File: config.mk
export PLATFORM = sky130hd
export DESIGN_NAME = load_store_unit
export DESIGN_NICKNAME = d
export VERILOG_FILES = /design/src/rtl/load_store_unit.sv
export SDC_FILE = /design/constraint.sdc
export NUM_CORES = 1
export LEC_CHECK = 0
export CAP_MARGIN = 20
export CORE_UTILIZATION = 30
export CTS_CLUSTER_DIAMETER = 200
export DETAILED_ROUTE_END_ITERATION = 8
export PLACE_DENSITY_LB_ADDON = 0.05
export SETUP_SLACK_MARGIN = 0.5
export SLEW_MARGIN = 20
export SYNTH_ARGS = -nofsm -noshare
export SYNTH_HDL_FRONTEND = slang
export SYNTH_SLANG_ARGS = --single-unit
File: constraint.sdc
create_clock -name clk -period 5.95 [get_ports clk]
set_input_delay 1.19 -clock clk [delete_from_list [all_inputs] [get_ports clk]]
set_output_delay 1.19 -clock clk [all_outputs]
set_load 0.01 [all_outputs]
File: src/rtl/load_store_unit.sv
// ---------------------------------------------------------------------------
// load_store_unit
//   Memory-side execution unit. Accepts one load/store micro-op at a time
//   from the reservation station, performs it byte-serially (little-endian,
//   unaligned, address wraps mod 2^32) on a byte-wide RAM port, and then
//   broadcasts the result with its destination tag for one cycle.
//
// Ports
//   clk, rst          clock; synchronous active-low reset
//   op_in             issued opcode (LB..SW accepted in IDLE, others ignored)
//   value1_in         base address operand
//   value2_in         store data operand
//   imm_in            address offset
//   des_in            destination tag
//   busy              high while an access is in flight
//   result_data       load result (zero for stores), holds its last value
//   result_des        tag of the completed op for one cycle, NONE_TAG otherwise
//   ram_a             byte address
//   ram_dout          write byte
//   ram_wr            1 = write, 0 = read
//   ram_din           read byte, valid the cycle after its address
//   io_buffer_full    (only with LSU_IO_STALL_EN) stalls writes to the I/O
//                     window ram_a[17:16] == 2'b11
//
// Build option
//   LSU_IO_STALL_EN   when defined, adds io_buffer_full and the write stall.
// ---------------------------------------------------------------------------
module load_store_unit #(
   parameter logic [2:0] NONE_TAG = 3'd0,
   parameter logic [4:0] IDLE_OP  = 5'b11111
) (
   input  logic        clk,
   input  logic        rst,
   input  logic [4:0]  op_in,
   input  logic [31:0] value1_in,
   input  logic [31:0] value2_in,
   input  logic [31:0] imm_in,
   input  logic [2:0]  des_in,
   output logic        busy,
   output logic [31:0] result_data,
   output logic [2:0]  result_des,
   output logic [31:0] ram_a,
   output logic [7:0]  ram_dout,
   output logic        ram_wr,
`ifdef LSU_IO_STALL_EN
   input  logic        io_buffer_full,
`endif
   input  logic [7:0]  ram_din
);

   localparam logic [4:0] OP_LB  = 5'b10010;
   localparam logic [4:0] OP_LH  = 5'b10011;
   localparam logic [4:0] OP_LBU = 5'b10101;
   localparam logic [4:0] OP_LHU = 5'b10110;
   localparam logic [4:0] OP_SB  = 5'b10111;
   localparam logic [4:0] OP_SH  = 5'b11000;
   localparam logic [4:0] OP_SW  = 5'b11001;

   typedef enum logic [1:0] {
      ST_IDLE = 2'd0,
      ST_RD   = 2'd1,
      ST_WR   = 2'd2
   } state_t;

   state_t      state_q, state_d;
   logic [2:0]  cnt_q, cnt_d;
   logic [31:0] addr_q, addr_d;
   logic [4:0]  op_q, op_d;
   logic [2:0]  des_q, des_d;
   logic [31:0] wdata_q, wdata_d;
   logic [31:0] rdata_q, rdata_d;
   logic        busy_q, busy_d;
   logic [31:0] result_data_q, result_data_d;
   logic [2:0]  result_des_q, result_des_d;
   logic [31:0] ram_a_q, ram_a_d;
   logic [7:0]  ram_dout_q, ram_dout_d;
   logic        ram_wr_q, ram_wr_d;
   logic [2:0]  n_bytes_s;
   logic [2:0]  n_bytes_next_s;
   logic [31:0] merged_s;
   logic        stall_s;

   function automatic logic is_mem_op(input logic [4:0] op);
      return (op != IDLE_OP) && (op >= OP_LB) && (op <= OP_SW);
   endfunction

   function automatic logic is_store(input logic [4:0] op);
      return (op >= OP_SB) && (op <= OP_SW);
   endfunction

   function automatic logic [2:0] num_bytes(input logic [4:0] op);
      case (op)
         OP_LB, OP_LBU, OP_SB: return 3'd1;
         OP_LH, OP_LHU, OP_SH: return 3'd2;
         default:              return 3'd4;
      endcase
   endfunction

   function automatic logic [31:0] extend(input logic [4:0] op, input logic [31:0] d);
      case (op)
         OP_LB:   return {{24{d[7]}}, d[7:0]};
         OP_LH:   return {{16{d[15]}}, d[15:0]};
         OP_LBU:  return {24'h000000, d[7:0]};
         OP_LHU:  return {16'h0000, d[15:0]};
         default: return d;
      endcase
   endfunction

   function automatic logic [7:0] pick_byte(input logic [31:0] w, input logic [2:0] idx);
      case (idx)
         3'd0:    return w[7:0];
         3'd1:    return w[15:8];
         3'd2:    return w[23:16];
         3'd3:    return w[31:24];
         default: return 8'h00;
      endcase
   endfunction

   // Write stall: an I/O-window write waits while the I/O buffer is full.
`ifdef LSU_IO_STALL_EN
   assign stall_s = (state_q == ST_WR) && io_buffer_full && (ram_a_q[17:16] == 2'b11);
`else
   assign stall_s = 1'b0;
`endif

   // Sequencing: acceptance, byte counting, load assembly and completion.
   always_comb begin
      state_d       = state_q;
      cnt_d         = cnt_q;
      addr_d        = addr_q;
      op_d          = op_q;
      des_d         = des_q;
      wdata_d       = wdata_q;
      rdata_d       = rdata_q;
      result_data_d = result_data_q;
      result_des_d  = NONE_TAG;
      n_bytes_s     = num_bytes(op_q);
      // ram_din in counter cycle c belongs to byte c-1
      merged_s      = rdata_q;
      case (cnt_q)
         3'd1:    merged_s[7:0]   = ram_din;
         3'd2:    merged_s[15:8]  = ram_din;
         3'd3:    merged_s[23:16] = ram_din;
         3'd4:    merged_s[31:24] = ram_din;
         default: merged_s        = rdata_q;
      endcase
      case (state_q)
         ST_IDLE: begin
            if (is_mem_op(op_in)) begin
               addr_d  = value1_in + imm_in;
               op_d    = op_in;
               des_d   = des_in;
               wdata_d = value2_in;
               rdata_d = 32'h0000_0000;
               cnt_d   = 3'd0;
               state_d = is_store(op_in) ? ST_WR : ST_RD;
            end else begin
               state_d = ST_IDLE;
            end
         end
         ST_RD: begin
            if (cnt_q == n_bytes_s) begin
               state_d       = ST_IDLE;
               result_data_d = extend(op_q, merged_s);
               result_des_d  = des_q;
            end else begin
               cnt_d   = cnt_q + 3'd1;
               rdata_d = merged_s;
            end
         end
         ST_WR: begin
            if (stall_s) begin
               cnt_d = cnt_q;
            end else if (cnt_q == (n_bytes_s - 3'd1)) begin
               state_d       = ST_IDLE;
               result_data_d = 32'h0000_0000;
               result_des_d  = des_q;
            end else begin
               cnt_d = cnt_q + 3'd1;
            end
         end
         default: begin
            state_d = ST_IDLE;
         end
      endcase
   end

   // RAM port and busy are precomputed from the next state so they are registered.
   always_comb begin
      n_bytes_next_s = num_bytes(op_d);
      busy_d         = (state_d != ST_IDLE);
      ram_a_d        = 32'h0000_0000;
      ram_dout_d     = 8'h00;
      ram_wr_d       = 1'b0;
      if ((state_d == ST_RD) && (cnt_d < n_bytes_next_s)) begin
         ram_a_d = addr_d + {29'd0, cnt_d};
      end else if (state_d == ST_WR) begin
         ram_a_d    = addr_d + {29'd0, cnt_d};
         ram_dout_d = pick_byte(wdata_d, cnt_d);
         ram_wr_d   = 1'b1;
      end else begin
         ram_a_d = 32'h0000_0000;
      end
   end

   // State and output registers with synchronous active-low reset.
   always_ff @(posedge clk) begin
      if (!rst) begin
         state_q       <= ST_IDLE;
         cnt_q         <= 3'd0;
         addr_q        <= 32'h0000_0000;
         op_q          <= IDLE_OP;
         des_q         <= NONE_TAG;
         wdata_q       <= 32'h0000_0000;
         rdata_q       <= 32'h0000_0000;
         busy_q        <= 1'b0;
         result_data_q <= 32'h0000_0000;
         result_des_q  <= NONE_TAG;
         ram_a_q       <= 32'h0000_0000;
         ram_dout_q    <= 8'h00;
         ram_wr_q      <= 1'b0;
      end else begin
         state_q       <= state_d;
         cnt_q         <= cnt_d;
         addr_q        <= addr_d;
         op_q          <= op_d;
         des_q         <= des_d;
         wdata_q       <= wdata_d;
         rdata_q       <= rdata_d;
         busy_q        <= busy_d;
         result_data_q <= result_data_d;
         result_des_q  <= result_des_d;
         ram_a_q       <= ram_a_d;
         ram_dout_q    <= ram_dout_d;
         ram_wr_q      <= ram_wr_d;
      end
   end

   assign busy        = busy_q;
   assign result_data = result_data_q;
   assign result_des  = result_des_q;
   assign ram_a       = ram_a_q;
   assign ram_dout    = ram_dout_q;
   // a stalled write must drop its strobe in the very cycle the stall appears
   assign ram_wr      = ram_wr_q & ~stall_s;

endmodule

==> key figures, run 1 <==
Synthesis
  • Yosys cell types: 97
  • Post-synth EDFFs: 0
  • Ys async rst share: 0%
  • Post-synthesis cell count: 1240
  • Synth warnings: 0
  • Avg Inst Size Synth: 8.52 um2
  • Top-area cell type share of the netlist area: 35.2%
  • Sequential share of the synthesized area: 35.2%
  • Area contributors post-synth: dfxtp_1, mux2i_1, ha_1, nor2b_1, nand2_1
  • Cell taking the most area after synthesis: dfxtp_1
  • Syn_nets: 1402
  • #FFs+latches synth: 186
  • Post-Syn Area: 10600 um2
  • Top_reg_cell synth: dfxtp_1

STA
  • Final hold vios: 0
  • Total Negative Setup Slacks: 0 ps
  • Slew @ Worst Pin: 1010 ps
  • Slew Viols, Final: 0
  • Achievable clock frequency: 0.195 GHz
  • Setup violations, final: 0
  • Final cycle utilization of the critical path: 86.4%
  • Max-slew headroom: 32.4%
  • RSZ-0062 raised after global routing: false
  • Tmin final: 5140 ps
  • Clock skew: 14.9 ps

Clock network
  • Num CTS Buffers: 17
  • Root Driver: clkbuf_16
  • H-tree Lvls: 4
  • Sink Count: 186
  • Worst-Skew Late Latency: 440 ps
  • TritonCTS clock tree: yes
  • Clock transition at the registers of the reported paths: 80 ps
  • CTS Buffer Depth: 2

Route
  • First DRT Iteration DRCs: 483
  • DR pass1 iterations: 4
  • Routed wire length: 31600 um
  • Via count: 9169
  • Via density: 4.90
  • DR WL/cell: 16.9 um
  • Post-DRT Antenna Nets: 0
  • DRC violation count after routing: 0

Floorplan
  • Top Ports: 191
  • Core Region: 34600 um2
  • Initial Utilization: 30.5%
  • Cell Rows: 68
  • Die height: 190 um
  • Die Wd: 190 um
  • Die ar.: 36000 um2

Global route
  • Met1 GRT Util: 23.4%
  • Largest net degree at the start of global routing: 74
  • Global route overflow: 0
  • Number of global-route vias before repair: 8859
  • Initial antenna violation count: 1
  • GRT Util Overall: 17.5%
  • Global routing usage on met3: 3.43%
  • First-pass GRT wire length: 49300 um
  • M2 GR Usage: 28.9%
  • Most used routing layer: met2

Setup path
  • Worst setup EP type: register
  • Slowest CP cell: clkdlybuf4s50_1
  • Crit Path Category: primary input to register
  • CP top delay family: simple AND/OR/NAND/NOR gates
  • Cell mode on critical path: o21ai_1
  • Worst r2r src: op_q[2]$_SDFF_PN1_
  • Crit path buffers/inverters: 2
  • CP Data Arrival Time: 5460 ps
  • Crit path largest cell delay: 520 ps
  • Reg2Reg Capture Point: ram_a[29]$_SDFF_PN0_
  • Max FO, Critical Path: 5
  • Setup crit start kind: primary input
  • Worst reg2reg path depth: 21
  • Worst-path cell chain: clkdlybuf4s50_1, nor3b_4, o21ai_1, and2_1, a311o_1, a21oi_2, o22a_2, inv_1, ha_1, a21o_1, a21oi_1, nor2_1, a31oi_2, nor4b_4, o21ai_1, nor4_4, nand2_2, and4bb_1, mux2_1
  • R2R setup slack: 870 ps
  • CP Data Required Time: 6270 ps

Place
  • Global placer's final weighted congestion: 0.780
  • HPWL Detailed: 23000 um
  • Port bufs: 190

Power
  • Switching share of power: 29.2%
  • Static leakage: 5.20 nW
  • Part of the power in combinational logic: 20.2%
  • Flop pwr share: 41.0%
  • Maximum VDD drop: 146 uV
  • Total power: 3.18 mW
  • Internal power: 2.25 mW
  • Clock Power Share: 38.8%
  • P_sw: 0.927 mW
  • Pwr per Cell Area: 234 nW/um2

Run status
  • Status: completed

Worst hold path
  • Hold Path Class: register to register
  • Hold path depth: 1
  • Worst Hold Launch: des_q[1]$_SDFFE_PN0P_
  • Endpoint, Worst Hold: result_des[1]$_SDFF_PN0_

Finish
  • Area taken by multi-input logic gates: 6440 um2
  • N_diodes: 0
  • FILL cells: 3545
  • Syn-to-layout area delta: 28.3%
  • Share of cells above drive strength 1: 7.63%
  • Register area: 3720 um2
  • Fin nets: 1565

Flow run
  • Maxcap violations: 0
==> worst register-to-register path: cells and delay by family, from the launching register on <==
family	cells	cell delay (ps)
simple gates	6	1680
mux	1	310
xor+xnor	1	160
buf+inv	2	140
fa+ha+maj	2	510
compound gates	9	1790
flops	1	380
==> metal layers <==
| layer | share of wire (%) | wire length, um |
|---|---|---|
| met5 | 0.041 | 13 |
| met4 | 1.2 | 376 |
| met3 | 4.2 | 1310 |
| met2 | 47 | 14800 |
| met1 | 48 | 15000 |
==> synthesized netlist by cell type (all sizes together) (4+ instances only) <==
library cell  count
and3             11
nand3            28
and2             68
nor2b            89
o31ai             5
nand2           145
buf              21
xor2             22
nand4            10
o21a              4
or2               4
a21boi            6
a31oi             5
a2111oi           4
a311oi            5
mux2i            62
a211oi           25
mux2             12
o211ai           11
dfxtp           186
nand2b           10
a21oi            81
nor3             32
nor2             76
xnor2            24
clkbuf           50
a22oi            23
ha               46
or3               4
nor3b             5
nor4              4
o22a             10
o21ai            50
inv              26
a21o             12
==> worst max-delay path by stage <==
stage / startpoint / slack (ps) / cells after the start / to
2_1_floorplan: op_in[2] / 710 / 19 / ram_a[31]$_SDFF_PN0_
3_3_place_gp: op_in[3] / 150 / 19 / ram_a[31]$_SDFF_PN0_
3_5_place_dp: op_in[3] / 30 / 19 / ram_a[29]$_SDFF_PN0_
4_1_cts: op_in[3] / 550 / 19 / ram_a[29]$_SDFF_PN0_
5_1_grt: op_q[0]$_SDFF_PN1_ / 500 / 21 / ram_a[29]$_SDFF_PN0_
6_report: op_in[2] / 810 / 19 / ram_a[29]$_SDFF_PN0_
==> power by group through the flow <==
stage | Clock (mW) | Combinational, mW | Sequential (mW)
2_1_floorplan | 0 | 0.414 | 1.33
6_report | 1.23 | 0.641 | 1.30
4_1_cts | 1.27 | 0.645 | 1.30
3_5_place_dp | 0 | 0.641 | 1.33
5_1_grt | 1.32 | 0.708 | 1.31
3_3_place_gp | 0 | 0.642 | 1.33
==> kinds of logic (layout without fill, tap and decap cells) <==
family | Yosys count | after routing | synth area share [%]
muxes | 74 | 74 | 7.26
and+or+nand+nor | 507 | 507 | 25.4
buffers and inverters | 97 | 273 | 4.05
DFF | 186 | 186 | 35.2
AOI/OAI and AO/OA | 282 | 282 | 18.4
adders and majority gates | 48 | 48 | 5.83
xor gates and xnor gates | 46 | 46 | 3.81
==> state kept, by name (all words and copies together) (netlist names) <==
signal and flops:
result_data 32, des_q 3, cnt_q 3, state_q 2
busy 1, rdata_q 32, op_q 5, ram_a 32
ram_wr 1, wdata_q 32, result_des 3, ram_dout 8
addr_q 32
==> timing repair <==
action | in CTS | in global routing
endpoints found under the setup margin | 2 | 3
hold buffers | 0 | 0
resized for setup | 1 | 8
pin swaps | 0 | 5
hold endpoints to repair | 0 | 0
buffers inserted | 0 | 4
cloned | 0 | 0
==> through the flow <==
stage	setup WS, ps	util [%]	instance area, um2	hold slack (ps)	cells
6_report	812	39.1	13600	449	1871
3_3_place_gp	149	37.2	12900	442	1835
5_1_grt	505	39.1	13600	474	1871
4_1_cts	546	39.0	13500	449	1867
3_5_place_dp	27.9	37.2	12900	443	1835
2_1_floorplan	706	-	10600	430	1240
==> layout by cell type, fill, tap and decap left out, types with 23 or more instances in the layout <==
master | Yosys | layout
clkdlybuf4s50_1 | 0 | 187
dfxtp_1 | 186 | 185
nand2_1 | 144 | 144
nor2b_1 | 89 | 89
a21oi_1 | 78 | 77
nor2_1 | 75 | 75
and2_1 | 68 | 68
mux2i_1 | 60 | 60
ha_1 | 46 | 46
o21ai_0 | 46 | 45
nor3_1 | 32 | 31
nand3_1 | 27 | 27
inv_1 | 26 | 26
buf_4 | 3 | 25
xnor2_1 | 24 | 24
a22oi_1 | 23 | 23
==> final cells by class <==
type                       count  area share (%)
clock inverter                13            1.29
multi-input combinational    957            47.5
timing repair buffer         215            15.5
inverter                      26           0.720
sequential                   186            27.5
tap                          455            4.20
clock buffer                  19            3.27
No activity file was read; power rests on OpenSTA's default activity.
==> run 2: changes to the inputs <==
--- a/config.mk
+++ b/config.mk
@@ -9,6 +9,7 @@
 export CORE_UTILIZATION = 30
 export CTS_CLUSTER_DIAMETER = 200
 export DETAILED_ROUTE_END_ITERATION = 8
+export GPL_ROUTABILITY_DRIVEN = 0
 export PLACE_DENSITY_LB_ADDON = 0.05
 export SETUP_SLACK_MARGIN = 0.5
 export SLEW_MARGIN = 20
==> constraint.sdc (replaced) <==
create_clock -name clk -period 6.2 [get_ports clk]
set_input_delay 1.24 -clock clk [delete_from_list [all_inputs] [get_ports clk]]
set_output_delay 1.24 -clock clk [all_outputs]
set_load 0.01 [all_outputs]
==> key figures, run 2 (synthesized netlist as in run 1, its figures left out) <==
Global route
  • M2 GR Usage: 28.6% (was 28.9%)
  • Most used routing layer: met2 (unchanged)
  • Global routing usage on met3: 3.19% (was 3.43%)
  • First-pass GRT wire length: 49300 um (about the same)
  • GRT Util Overall: 17.4% (was 17.5%)
  • Number of global-route vias before repair: 8790 (was 8859)
  • Initial antenna violation count: 0 (was 1)
  • Global route overflow: 0 (unchanged)
  • Met1 GRT Util: 23.4% (about the same)
  • Largest net degree at the start of global routing: 74 (unchanged)

Floorplan
  • Die height: 190 um (unchanged)
  • Top Ports: 191 (unchanged)
  • Initial Utilization: 30.5% (unchanged)
  • Core Region: 34600 um2 (unchanged)
  • Die ar.: 36000 um2 (unchanged)
  • Die Wd: 190 um (unchanged)
  • Cell Rows: 68 (unchanged)

Clock network
  • Cts hold-fix bufs: 0 (unchanged)
  • TritonCTS clock tree: yes (unchanged)
  • CTS Buffer Depth: 2 (unchanged)
  • Root Driver: clkbuf_16 (unchanged)
  • Clock transition at the registers of the reported paths: 80 ps (about the same)
  • Sink Count: 186 (unchanged)
  • Num CTS Buffers: 17 (unchanged)
  • H-tree Lvls: 4 (unchanged)
  • Worst-Skew Late Latency: 440 ps (about the same)

Flow run
  • Maxcap violations: 0 (unchanged)

Finish
  • Fin nets: 1555 (was 1565)
  • Post-layout util: 38.9% (was 39.1%)
  • Share of cells above drive strength 1: 6.77% (was 7.63%)
  • N_diodes: 0 (unchanged)
  • Syn-to-layout area delta: 27.3% (was 28.3%)
  • FILL cells: 3527 (was 3545)
  • Commonest non-fill, non-tap cells in the layout: clkdlybuf4s50_1, dfxtp_1, nand2_1 (unchanged)
  • Commonest non-fill, non-tap cell in the layout: clkdlybuf4s50_1 (unchanged)

Route
  • Post-DRT Antenna Nets: 0 (unchanged)
  • Routed wire length: 31500 um (was 31600 um)
  • DR WL/cell: 17.0 um (was 16.9 um)
  • First DRT Iteration DRCs: 392 (was 483)
  • Via count: 9163 (was 9169)
  • DR pass1 iterations: 4 (unchanged)
  • DRC violation count after routing: 0 (unchanged)
  • Via density: 4.93 (was 4.90)

Setup path
  • Setup crit start kind: register (was primary input)
  • Max FO, Critical Path: 7 (was 5)
  • Crit Path Category: register to register (was primary input to register)
  • CP Data Required Time: 6520 ps (was 6270 ps)
  • Worst setup EP type: register (unchanged)
  • CP Data Arrival Time: 5500 ps (was 5460 ps)

STA
  • RSZ-0062 raised after global routing: false (unchanged)
  • Slew @ Worst Pin: 973 ps (was 1010 ps)
  • Setup violations, final: 0 (unchanged)
  • Final cycle utilization of the critical path: 83.7%
  • Clock skew: 11.9 ps (was 14.9 ps)
  • Total Negative Setup Slacks: 0 ps (unchanged)
  • Hold slack: 461 ps (was 449 ps)
  • Slew Viols, Final: 0 (unchanged)
  • Final hold vios: 0 (unchanged)
  • Tmin final: 5190 ps
  • Achievable clock frequency: 0.193 GHz
  • Max-slew headroom: 34.6% (was 32.4%)

Place
  • Port bufs: 190 (unchanged)
  • HPWL Detailed: 23000 um (about the same)

Power
  • Static leakage: 5.15 nW (was 5.20 nW)
  • Maximum VDD drop: 164 uV (was 146 uV)
  • Pwr per Cell Area: 225 nW/um2 (was 234 nW/um2)

Run status
  • Status: completed (unchanged)

Worst hold path
  • Hold Path Class: register to register (unchanged)
==> run 2: timing repair <==
action / CTS / global route
resized for setup: 0 / 8
setup buffers: 0 / 1
endpoints found under the setup margin: 0 / 8
==> run 2: power by group <==
group | internal (mW) | switching, mW
Clock | 0.662 | 0.506
Combinational | 0.261 | 0.348
Sequential | 1.23 | 0.0173
Total | 2.16 | 0.870
==> run 2: path summary, 6_finish.rpt <==
path | from | to | slack [ps] | cells past startpoint
setup / recovery | op_q[2]$_SDFF_PN1_ | ram_a[29]$_SDFF_PN0_ | 1010 | 21
hold / removal | des_q[2]$_SDFFE_PN0P_ | des_q[2]$_SDFFE_PN0P_ | 460 | 2
setup reg to reg | op_q[2]$_SDFF_PN1_ | ram_a[29]$_SDFF_PN0_ | 1010 | 21
hold reg to reg | des_q[2]$_SDFFE_PN0P_ | des_q[2]$_SDFFE_PN0P_ | 460 | 2
==> run 2: layout make-up <==
| cell class | count | area (um2) | area share, % |
|---|---|---|---|
| Multi-Input combinational cell | 957 | 6430 | 47.8 |
| Clock inverter | 11 | 160 | 1.19 |
| Inverter | 26 | 97.6 | 0.725 |
| Sequential cell | 186 | 3720 | 27.7 |
| Tap cell | 455 | 569 | 4.23 |
| Timing Repair Buffer | 205 | 2020 | 15.0 |
| Clock buffer | 19 | 453 | 3.37 |
==> run 2: per-layer routing <==
metal / wire, um / vias to the layer above
met3: 1340 / 27
met1: 14900 / 4268
met2: 14800 / 191
met5: 0 / -
met4: 474 / 0
li1: - / 4677
==> run 2: critical path, stage by stage (launching register included) <==
cell	delay, ps
dfxtp_1	390
or3b_4	450
a21oi_2	260
inv_1	80
ha_1	240
a211oi_2	240
xnor2_1	150
a311o_1	330
a21oi_1	180
o22a_2	240
inv_1	70
ha_1	270
a21o_1	110
a21oi_1	110
nor3_1	190
a31oi_1	120
nor4b_4	340
o21ai_1	160
nor4_4	360
nand2_2	170
and4bb_1	290
mux2_1	320
==> run 2: metrics by stage <==
stage	instance area (um2)	setup slack, ps	instances	power, mW
after detailed placement	12800	131	1828	1.89
after floorplan	10600	906	1240	1.67
after global placement	12800	242	1828	1.89
final	13500	1010	1859	3.03
after global routing	13500	562	1859	3.18
after CTS	13400	577	1858	3.07
==> run 3: changes to the inputs <==
==> constraint.sdc (replaced) <==
create_clock -name clk -period 4.4 [get_ports clk]
set_input_delay 0.88 -clock clk [delete_from_list [all_inputs] [get_ports clk]]
set_output_delay 0.88 -clock clk [all_outputs]
set_load 0.01 [all_outputs]
==> key figures, run 3 (synthesized netlist as in run 1, its figures left out) <==
Setup path
  • Crit Path Category: register to register (unchanged)
  • R2R setup slack: 30 ps (was 1010 ps)
  • Worst setup EP type: register (unchanged)
  • Worst r2r src: op_q[0]$_SDFF_PN1_ (was op_q[2]$_SDFF_PN1_)
  • Setup crit start kind: register (unchanged)
  • Worst reg2reg path depth: 21 (unchanged)
  • CP Data Required Time: 4730 ps (was 6520 ps)
  • Reg2Reg Capture Point: ram_a[29]$_SDFF_PN0_ (unchanged)
  • CP Data Arrival Time: 4700 ps (was 5500 ps)
  • Max FO, Critical Path: 5 (was 7)

Finish
  • Fin nets: 1742 (was 1555)
  • Final std cells w/o fill: 2049 (was 1859)
  • Syn-to-layout area delta: 43.9% (was 27.3%)
  • Commonest non-fill, non-tap cell in the layout: clkdlybuf4s50_1 (unchanged)
  • Commonest non-fill, non-tap cells in the layout: clkdlybuf4s50_1, buf_4, dfxtp_1 (was clkdlybuf4s50_1, dfxtp_1, nand2_1)
  • Fin area: 15200 um2 (was 13500 um2)
  • Share of cells above drive strength 1: 20.8% (was 6.77%)
  • FILL cells: 3472 (was 3527)

Clock network
  • Clock transition at the registers of the reported paths: 70 ps (was 80 ps)
  • Sink Count: 186 (unchanged)
  • Num CTS Buffers: 17 (unchanged)
  • TritonCTS clock tree: yes (unchanged)
  • Cts hold-fix bufs: 0 (unchanged)
  • CTS Buffer Depth: 2 (unchanged)
  • Root Driver: clkbuf_16 (unchanged)
  • Worst-Skew Late Latency: 450 ps (was 440 ps)
  • H-tree Lvls: 4 (unchanged)

STA
  • Slew Viols, Final: 0 (unchanged)
  • Setup violations, final: 0 (unchanged)
  • RSZ-0062 raised after global routing: true (was false)
  • Achievable clock frequency: 0.229 GHz (was 0.193 GHz)
  • Final cycle utilization of the critical path: 99.4% (was 83.7%)
  • Total Negative Setup Slacks: 0 ps (unchanged)
  • Final hold vios: 0 (unchanged)
  • Max-slew headroom: 26.6% (was 34.6%)
  • Clock skew: 9.74 ps (was 11.9 ps)
  • Slew @ Worst Pin: 1090 ps (was 973 ps)
  • Tmin final: 4370 ps (was 5190 ps)

Global route
  • Number of global-route vias before repair: 9773 (was 8790)
  • First-pass GRT wire length: 52200 um (was 49300 um)
  • Initial antenna violation count: 4 (was 0)
  • Largest net degree at the start of global routing: 84 (was 74)
  • Global route overflow: 0 (unchanged)
  • GRT Util Overall: 18.4% (was 17.4%)

Floorplan
  • Die ar.: 36000 um2 (unchanged)
  • Top Ports: 191 (unchanged)
  • Cell Rows: 68 (unchanged)
  • Die Wd: 190 um (unchanged)
  • Core Region: 34600 um2 (unchanged)
  • Initial Utilization: 30.5% (unchanged)
  • Die height: 190 um (unchanged)

Route
  • DR pass1 iterations: 4 (unchanged)
  • DR WL/cell: 15.9 um (was 17.0 um)
  • Post-DRT Antenna Nets: 0 (unchanged)
  • Routed wire length: 32500 um (was 31500 um)
  • Via density: 4.77 (was 4.93)
  • Via count: 9764 (was 9163)
  • DRC violation count after routing: 0 (unchanged)
  • First DRT Iteration DRCs: 465 (was 392)

Power
  • Clock Power Share: 34.3% (was 38.6%)
  • Static leakage: 6.12 nW (was 5.15 nW)
  • Part of the power in combinational logic: 25.4% (was 20.1%)
  • Internal power: 3.04 mW (was 2.16 mW)
  • Flop pwr share: 40.4% (was 41.3%)
  • P_sw: 1.32 mW (was 0.870 mW)
  • Switching share of power: 30.2% (was 28.8%)
  • Maximum VDD drop: 299 uV (was 164 uV)
  • Pwr per Cell Area: 286 nW/um2 (was 225 nW/um2)

Place
  • DP Area: 14100 um2 (was 12800 um2)
  • Port bufs: 190 (unchanged)
  • Placed Instances: 1992 (was 1828)
  • HPWL Detailed: 24300 um (was 23000 um)

Worst hold path
  • Endpoint, Worst Hold: result_des[0]$_SDFF_PN0_ (was des_q[2]$_SDFFE_PN0P_)
  • Worst Hold Launch: des_q[0]$_SDFFE_PN0P_ (was des_q[2]$_SDFFE_PN0P_)
  • Hold path depth: 1 (was 2)
  • Hold Path Class: register to register (unchanged)

Flow run
  • Maxcap violations: 0 (unchanged)

Run status
  • Status: completed (unchanged)
## run 3: changes by cell type in the layout (fill, tap and decap cells not counted), sizes merged
cell / before / now
bufinv: 3 / 0
clkinv: 1 / 2
dlymetal6s2s: 3 / 1
diode: 0 / 1
buf: 16 / 203
clkdlybuf4s50: 186 / 188
inv: 31 / 32
clkinvlp: 2 / 5
## run 3: worst max-delay path by stage
stage | from | end | slack (ps) | cells after the start
5_1_grt | op_q[0]$_SDFF_PN1_ | ram_a[31]$_SDFF_PN0_ | -220 | 22
4_1_cts | op_q[0]$_SDFF_PN1_ | ram_a[29]$_SDFF_PN0_ | -60 | 21
6_report | op_q[0]$_SDFF_PN1_ | ram_a[29]$_SDFF_PN0_ | 30 | 21
2_1_floorplan | op_in[2] | ram_a[29]$_SDFF_PN0_ | -250 | 20
3_3_place_gp | op_in[2] | ram_a[31]$_SDFF_PN0_ | -620 | 19
3_5_place_dp | op_in[2] | ram_a[29]$_SDFF_PN0_ | -710 | 19
## run 3: power groups by stage
stage               sequential (mW)  combinational [mW]  clock [mW]
finish                         1.76                1.10        1.49
global route                   1.76                1.21        1.62
CTS                            1.76                1.10        1.55
detailed placement             1.80                1.06           0
global placement               1.80                1.06           0
floorplan                      1.80               0.573           0
## run 3: critical path, stage by stage (launching register included)
cell and delay, ps:
dfxtp_2 330, or3b_4 410, a21oi_4 170, inv_2 60, ha_4 170, a211oi_4 200
xnor2_2 130, a311o_1 330, a21oi_2 130, o22a_1 180, inv_2 60, ha_4 250
a21o_1 120, a21oi_2 70, nor2_1 110, a31oi_2 130, nor4b_4 340, o21ai_2 120
nor4_4 200, nand2_2 140, and4bb_1 300, mux2_4 300
## run 3: area by class of cell
class / instances / area [um2] / share of cell area [%]
clock inverters: 13 / 111 / 0.732
inverters: 26 / 97.6 / 0.642
clock buffers: 19 / 443 / 2.91
multi-input cells: 957 / 6760 / 44.5
diodes: 1 / 2.50 / 0.0165
flip-flops and latches: 186 / 3730 / 24.5
repair buffers: 392 / 3490 / 23.0
well taps: 455 / 569 / 3.74
## run 3: timing repair
item / 4_1_cts / 5_1_grt
resized for setup: 50 / 22
gates cloned: 1 / 0
setup endpoints to repair: 32 / 30
pin swaps: 31 / 22
setup buffers: 16 / 7
## run 3: layer usage
metal,part of all wire [%],track usage [%]
met3,4.7,4.45
met5,0.028,0
met1,49,24.3
met2,46,30.1
met4,1.1,4.09
## run 3: stage by stage
step | power [mW] | hold WS [ps] | util (%) | worst slack (ps)
global placement | 2.86 | 437 | 40.8 | -618
CTS | 4.41 | 465 | 43.4 | -57.6
detailed placement | 2.86 | 446 | 40.8 | -711
floorplan | 2.37 | 430 | - | -248
finish | 4.35 | 457 | 43.9 | 28.4
global route | 4.60 | 497 | 43.9 | -217
